[config.mk]
export PLATFORM = sky130hd
export DESIGN_NAME = port_arbiter
export DESIGN_NICKNAME = d
export VERILOG_FILES = /design/src/rtl/switch_pkg.sv /design/src/rtl/rr_picker.sv /design/src/rtl/port_arbiter.sv
export SDC_FILE = /design/constraint.sdc
export NUM_CORES = 1
export LEC_CHECK = 0
export BUFFER_PORTS_ARGS = -buffer_cell sky130_fd_sc_hd__buf_4
export CORE_UTILIZATION = 38
export DETAILED_ROUTE_END_ITERATION = 10
export PLACE_DENSITY_LB_ADDON = 0.2
export SLEW_MARGIN = 20
export SYNTH_ARGS = -nofsm -noshare
export SYNTH_HDL_FRONTEND = slang
export SYNTH_HIERARCHICAL = 1
export SYNTH_SLANG_ARGS = --single-unit
[constraint.sdc]
create_clock -name clk -period 1.56 [get_ports clk]
set_clock_uncertainty 0.05 [all_clocks]
set_input_delay 0.156 -clock clk [delete_from_list [all_inputs] [get_ports clk]]
set_output_delay 0.156 -clock clk [all_outputs]
set_load 0.02 [all_outputs]
[src/rtl/switch_pkg.sv]
// switch_pkg: shared switch types and sizes for the output-port arbiters
package switch_pkg;
    localparam int NUM_PORTS  = 4;
    localparam int PORT_IDX_W = 2;
    typedef enum logic {ARB_IDLE, ARB_GRANT} arb_state_t;
endpackage

[src/rtl/rr_picker.sv]
// rr_picker: rotate-priority encoder, first requester at or after ptr wins
module rr_picker
    import switch_pkg::*;
(
    input  logic [NUM_PORTS-1:0]  req_i,
    input  logic [PORT_IDX_W-1:0] ptr_i,
    output logic [PORT_IDX_W-1:0] winner_o,
    output logic                  found_o
);
    logic [PORT_IDX_W-1:0] idx;
    // Walk from the farthest offset back to ptr so the nearest requester overwrites last
    always_comb begin
        winner_o = '0;
        idx = '0;
        for (int k = NUM_PORTS - 1; k >= 0; k--) begin
            idx = ptr_i + PORT_IDX_W'(k);
            if (req_i[idx]) winner_o = idx;
        end
    end
    assign found_o = |req_i;
endmodule

[src/rtl/port_arbiter.sv]
// port_arbiter: round-robin arbiter granting one input port to output PORT_ID.
// Define PORT_ARB_TIMEOUT_EN to add a watchdog revoking grants held TIMEOUT cycles.
module port_arbiter
    import switch_pkg::*;
#(
    parameter int PORT_ID = 0,
    parameter int TIMEOUT = 15
) (
    input  logic                  clk,
    input  logic                  rst_n,
    input  logic [NUM_PORTS-1:0]  req_valid,
    input  logic [NUM_PORTS-1:0]  pkt_dst0,
    input  logic [NUM_PORTS-1:0]  pkt_dst1,
    input  logic [NUM_PORTS-1:0]  pkt_dst2,
    input  logic [NUM_PORTS-1:0]  pkt_dst3,
    input  logic [NUM_PORTS-1:0]  done,
    output logic [NUM_PORTS-1:0]  grant,
    output logic                  arb_active,
    output logic [PORT_IDX_W-1:0] mux_select,
    output logic                  timeout_err
);
    localparam logic [PORT_IDX_W-1:0] DST_BIT = PORT_IDX_W'(PORT_ID);

    if (PORT_ID < 0 || PORT_ID >= NUM_PORTS || TIMEOUT < 2 || TIMEOUT > 255) begin : g_bad_cfg
        $error("port_arbiter: PORT_ID or TIMEOUT out of range");
    end

    arb_state_t            state_q;
    logic [NUM_PORTS-1:0]  grant_q;
    logic                  active_q;
    logic [PORT_IDX_W-1:0] mux_q;
    logic [PORT_IDX_W-1:0] ptr_q;
    logic [NUM_PORTS-1:0]  req;
    logic [PORT_IDX_W-1:0] winner;
    logic                  found;
    logic                  released;
    logic                  expire;
    logic                  dst_unused;

    assign req = req_valid & {pkt_dst3[DST_BIT], pkt_dst2[DST_BIT], pkt_dst1[DST_BIT], pkt_dst0[DST_BIT]};
    assign dst_unused = ^{pkt_dst0, pkt_dst1, pkt_dst2, pkt_dst3};
    // Withdraw or destination change of the holder counts the same as done
    assign released = done[mux_q] | ~req[mux_q];

    rr_picker u_picker (
        .req_i    (req),
        .ptr_i    (ptr_q),
        .winner_o (winner),
        .found_o  (found)
    );

`ifdef PORT_ARB_TIMEOUT_EN
    logic [7:0] hold_q;
    logic       terr_q;
    assign expire      = hold_q == 8'(TIMEOUT - 1);
    assign timeout_err = terr_q;
`else
    assign expire      = 1'b0;
    assign timeout_err = 1'b0;
`endif

    always_ff @(posedge clk or negedge rst_n) begin
        if (!rst_n) begin
            state_q  <= ARB_IDLE;
            grant_q  <= '0;
            active_q <= 1'b0;
            mux_q    <= '0;
            ptr_q    <= '0;
`ifdef PORT_ARB_TIMEOUT_EN
            hold_q   <= '0;
            terr_q   <= 1'b0;
`endif
        end else if (state_q == ARB_IDLE) begin
`ifdef PORT_ARB_TIMEOUT_EN
            terr_q <= 1'b0;
`endif
            if (found) begin
                state_q  <= ARB_GRANT;
                grant_q  <= NUM_PORTS'(1) << winner;
                active_q <= 1'b1;
                mux_q    <= winner;
`ifdef PORT_ARB_TIMEOUT_EN
                hold_q   <= '0;
`endif
            end
        end else if (released || expire) begin
            state_q  <= ARB_IDLE;
            grant_q  <= '0;
            active_q <= 1'b0;
            ptr_q    <= mux_q + PORT_IDX_W'(1);
`ifdef PORT_ARB_TIMEOUT_EN
            terr_q   <= ~released;
`endif
        end
`ifdef PORT_ARB_TIMEOUT_EN
        else hold_q <= hold_q + 8'd1;
`endif
    end

    assign grant      = grant_q;
    assign arb_active = active_q;
    assign mux_select = mux_q;
endmodule

Word level (Yosys, flattened, before mapping)
Index checks and enable logic that the tools add are counted.
{"block": "classes", "n_reduce_logical": 5, "order_cmp": 5, "bitwise_logic": 4, "mux": 25, "n_shift": 1, "eq_ne": 1, "add_sub_neg": 4}
{"operator": "$lt 2x3->1 const B", "n": 5}
{"operator": "$bmux 1 s2", "n": 6}
{"operator": "$mux 1", "n": 12}
{"operator": "$mux 4", "n": 3}
{"operator": "$mux 2", "n": 4}
{"operator": "$reduce_and 2->1", "n": 3}
{"operator": "$add 2x1->2 const B", "n": 2}
{"operator": "$add 2x2->2 const B", "n": 2}
{"operator": "$and 4x4->4", "n": 1}
{"operator": "$reduce_or 4->1", "n": 1}
{"operator": "$shl 1x2->4 const A", "n": 1}
{"operator": "$ne 2x1->1 const B", "n": 1}
{"operator": "$not 1->1", "n": 2}
{"operator": "$reduce_bool 2->1", "n": 1}
{"operator": "$or 1x1->1", "n": 1}
{"block": "word_totals", "input_bits": 26, "regBits": 10, "out_inout_bits": 8}

Longest topological paths before layout
{"block": "depth", "word_depth": 10, "mapped_depth": 7, "mapped_depth_nobuf": 7}

By module
Netlist, hierarchy kept.
{"mod": "port_arbiter", "n_inst": 1, "seq_area_each_um2": 250.2, "cells_per_inst": 42, "area_each_um2": 524.3}
{"mod": "rr_picker", "n_inst": 1, "seq_area_each_um2": 0.0, "cells_per_inst": 13, "area_each_um2": 77.6}

Worst setup path after synthesis
No wires, ideal clock.
{"block": "synth_path", "path_kind": "reg2reg", "from": "reg mux_q[0] (netlist: mux_select[0])", "to": "reg ptr_q[1]", "n_path_buf": 0, "arrival_time_ns": 1.524, "stages_incl_launch_ff": 5, "t_required_ns": 1.385, "path_slack_ns": -0.139, "cell_sequence": "dfrtp_1 > and4b_4 > a2111oi_4 > a41oi_4 > mux2_4"}
{"block": "synth_between", "elab_chain_len": 5}
{"item": "start, declared", "line_no": "port_arbiter.sv:31", "source": "logic [PORT_IDX_W-1:0] mux_q;"}
{"item": "start signal, assigned", "line_no": "port_arbiter.sv:81", "source": "mux_q <= winner;"}
{"item": "$bmux 1 s2", "line_no": "port_arbiter.sv:43", "source": "assign released = done[mux_q] | ~req[mux_q];"}
{"item": "$mux 1 (not written as such)", "line_no": "port_arbiter.sv:43"}
{"item": "$not 1->1", "line_no": "port_arbiter.sv:43"}
{"item": "$or 1x1->1", "line_no": "port_arbiter.sv:43"}
{"item": "$reduce_and 2->1 (no source line)"}
{"item": "end signal, assigned", "line_no": "port_arbiter.sv:90", "source": "ptr_q <= mux_q + PORT_IDX_W'(1);"}
{"item": "end, declared", "line_no": "port_arbiter.sv:32", "source": "logic [PORT_IDX_W-1:0] ptr_q;"}
Parallel ways exist; a longest one is shown, timed or not. The select of a mux whose other input is x is not followed.
A chain may end at the register's enable or synchronous reset.

Worst setup path after layout
Ends and elaborated chain as after synthesis.

==> impl_results.md <==
- Clock root buffer master: clkbuf_4
- Top cells by count, synth: dfrtp_1 (10), nor2_1 (6), nand2_1 (5)
- Antenna diodes: 0
- Max-cap viol count: 0
- Result of the run: finished, violations left
- Number of placed I/O pins: 34
- Number of enable-type register cells in the synthesized netlist: 0
- Final hold violations: 0
- Number of setup violations in the final report: 1
- Worst setup startpoint: mux_select[0]$_DFFE_PN0P_
- Post-synthesis instance total: 55
- Post-CTS setup buffers: 0
- Die Span X: 41.8 um
- HP Class: input pin to async pin
- Initial drt markers: 4
- Via count normalized by instance count: 5.22
- Routed vias: a little over 500
- Startpoint type of the worst setup path: register
- Fraction of the cycle the final worst path needs: 100%
- Largest net degree at the start of global routing: 11
- Worst voltage drop across the vdd grid: 1.19 mV
- Hold Worst Slack: 0.200 ns
- Cell leakage power: 0.397 nW
- Critical Path End Type: register
- Final Util: 61.4%
- Total wire length after detailed routing: 1.29 mm
- Y dimension of the die: 41.8 um
- Synth unique cells: 25
- Mean area per synthesized cell: 10.9 um^2
- Multi-input logic area: 344 um^2
- Deepest level of the CTS H-tree: 1
- Highest Clock Rate: between 600 and 700 MHz
- Worst path arrival time: ~1.7 ns
- Register Area: 251 um^2
- Required time at the worst-slack endpoint: about 1.7 ns
- Part of the Yosys area used for sequential elements: 41.6%
- Final routed DRC violation total: 0
- Post-synthesis instance area: 602 um^2
- Register bit count reported by yosys: 10
- Number of buffers between clock root and the deepest sink: 2
- Setup ws final: -0.00737 ns
- Global-route wire length before repair: 2.25 mm
- Worst setup path class: register to register
- Worst flop-to-flop path startpoint: mux_select[0]$_DFFE_PN0P_
- Total track usage: 16.8%
- Slowest stage cell, crit path: dfrtp_2
- Number of pins with negative max-slew slack in the final report: 0
- Initial cell density of the core: a little over two fifths
- Synth Net Count: 81
- Library cell occupying the most area in the post-synthesis netlist: dfrtp_1
- Nets: 110
- Most used DFF post-synth: dfrtp_1
- GRT Residual Overflow: 0
- Detailed-placement wirelength estimate: 985 um
- Via count of the first global-routing pass: approximately 490
- Layout overhead on the synthesized area: 41.0%
- Unrepaired setup endpoints after global routing: true
- Sequence of cells on the critical path: and4b_4 > a2111oi_4 > a41oi_4 > mux2_4
- Row count: 13
- Router iterations before antenna repair: 4
- Die outline area: 0.00175 mm^2
- Shortest clock period the worst path allows after layout: ~1.6 ns
- Clock buffers created by TritonCTS: 3
- Violated checks: negative setup slack
- Worst Path Buf+Inv: 0
- I/O Buffers: 20
- Leading cell types by total area after synthesis: dfrtp_1 (42%), a31o_2 (5.8%), a2111oi_4 (4.6%)
- Filler cells: 121
- Number of warnings reported in the yosys synthesis log: 6
- Final routed wire length divided by cell count: between 10 and 15 um
- Core Box Area: between 0.001 and 0.0015 mm^2
- Post-synthesis async set-or-reset flop share: 100%
- Post-route ant nets: 0
- Final weighted congestion in routability-driven placement: ~0.70
- Area share of the leading cell type in the synthesized netlist: between 40% and 50%
- Largest fanout on the critical path: 8
- Largest delay contributor family on the critical path: flip-flops
- Reg clk slew, reported paths: 0.07 ns
- Number of clock sinks seen by CTS: 10
- Areal power density over the cells: 1800 mW/mm^2
- Largest stage delay on the critical path: ~0.42 ns
- Cell with the most instances after synthesis: dfrtp_1
- Layout cell share with drive strength beyond 1: 53.0%
- Number of antenna violations at the first check in global routing: 0
- TritonCTS clock tree: done
- Clk_lat worst skew: 0.26 ns
[registers in the layout, summed over array words and instances, names as in the netlist]
| register | cells |
|---|---|
| arb_active | 1 |
| grant | 4 |
| mux_select | 2 |
| state_q | 1 |
| ptr_q | 2 |
[cell families (layout without fill, tap and decap cells)]
family                 after synthesis  after routing  synth area share [%]
flip-flops                          10             10                  41.6
multiplexers                         5              5                  9.56
AND/OR/NAND/NOR                     24             24                  22.2
XOR/XNOR                             1              1                  1.46
AO/OA/AOI/OAI                       11             11                  22.0
buffers and inverters                3             31                  2.50
other                                1              1                 0.623
[cell type report]
type	count	area share [%]
clock buffer	4	4.28
tap	15	2.21
multi-input combinational	42	40.6
inverter	2	0.885
timing repair buffer	25	22.4
sequential	10	29.6
[layout by cell type, fill, tap and decap left out, drive strengths merged]
master / n
nand2b: 2
mux2i: 2
a31o: 4
a211oi: 2
buf: 24
dfrtp: 10
inv: 2
and2: 4
nor3b: 3
and4b: 1
conb: 1
dlygate4sd3: 1
mux2: 3
nand3b: 1
a21oi: 1
clkbuf: 4
xor2: 1
nor2: 7
nand2: 5
o21a: 1
nor3: 1
a41oi: 1
a22o: 1
a2111oi: 1
[report_power, final]
part	switching (mW)	internal (mW)	leakage (nW)	total, mW
sequential	0.123	0.374	0.123	0.497
combinational	0.377	0.419	0.253	0.796
clock	0.0937	0.142	0.0210	0.235
total	0.594	0.934	0.397	1.53
[routing by layer]
metal,global-route usage [%],part of all wire (%)
met5,0,0
met4,7.74,1.8
met3,1.30,2.5
met2,26.9,49
met1,22.9,46
[path summary, 6_finish.rpt]
kind	cells after the start	slack (ns)	endpoint
max	4	-0.007	ptr_q[1]$_DFFE_PN0P_
min	2	0.20	grant[0]$_DFFE_PN0P_
max reg2reg	4	-0.007	ptr_q[1]$_DFFE_PN0P_
min reg2reg	1	0.46	arb_active$_DFFE_PN0P_
max in group asynchronous	2	1.10	mux_select[0]$_DFFE_PN0P_
min in group clk	5	0.42	state_q$_DFF_PN0_
[timing repair]
| action | 4_1_cts | 5_1_grt |
|---|---|---|
| gates resized for setup | 0 | 2 |
| endpoints found under the hold margin | 10 | 0 |
| hold buffers | 1 | 0 |
| setup endpoints to repair | 1 | 5 |
| gates cloned | 0 | 0 |
[metrics by stage]
stage	std cells	TNS (ns)	worst slack [ns]	total power [mW]	area [um^2]
after global placement	93	0	0.0155	1.27	795
final	98	-0.00737	-0.00737	1.53	848
after detailed placement	93	-0.00399	-0.00399	1.29	795
after global routing	98	-0.0910	-0.0890	1.63	848
after floorplan	55	0	0.00694	1.00	603
after CTS	98	-0.0102	-0.0102	1.53	841
No activity file was read; power rests on OpenSTA's default activity.
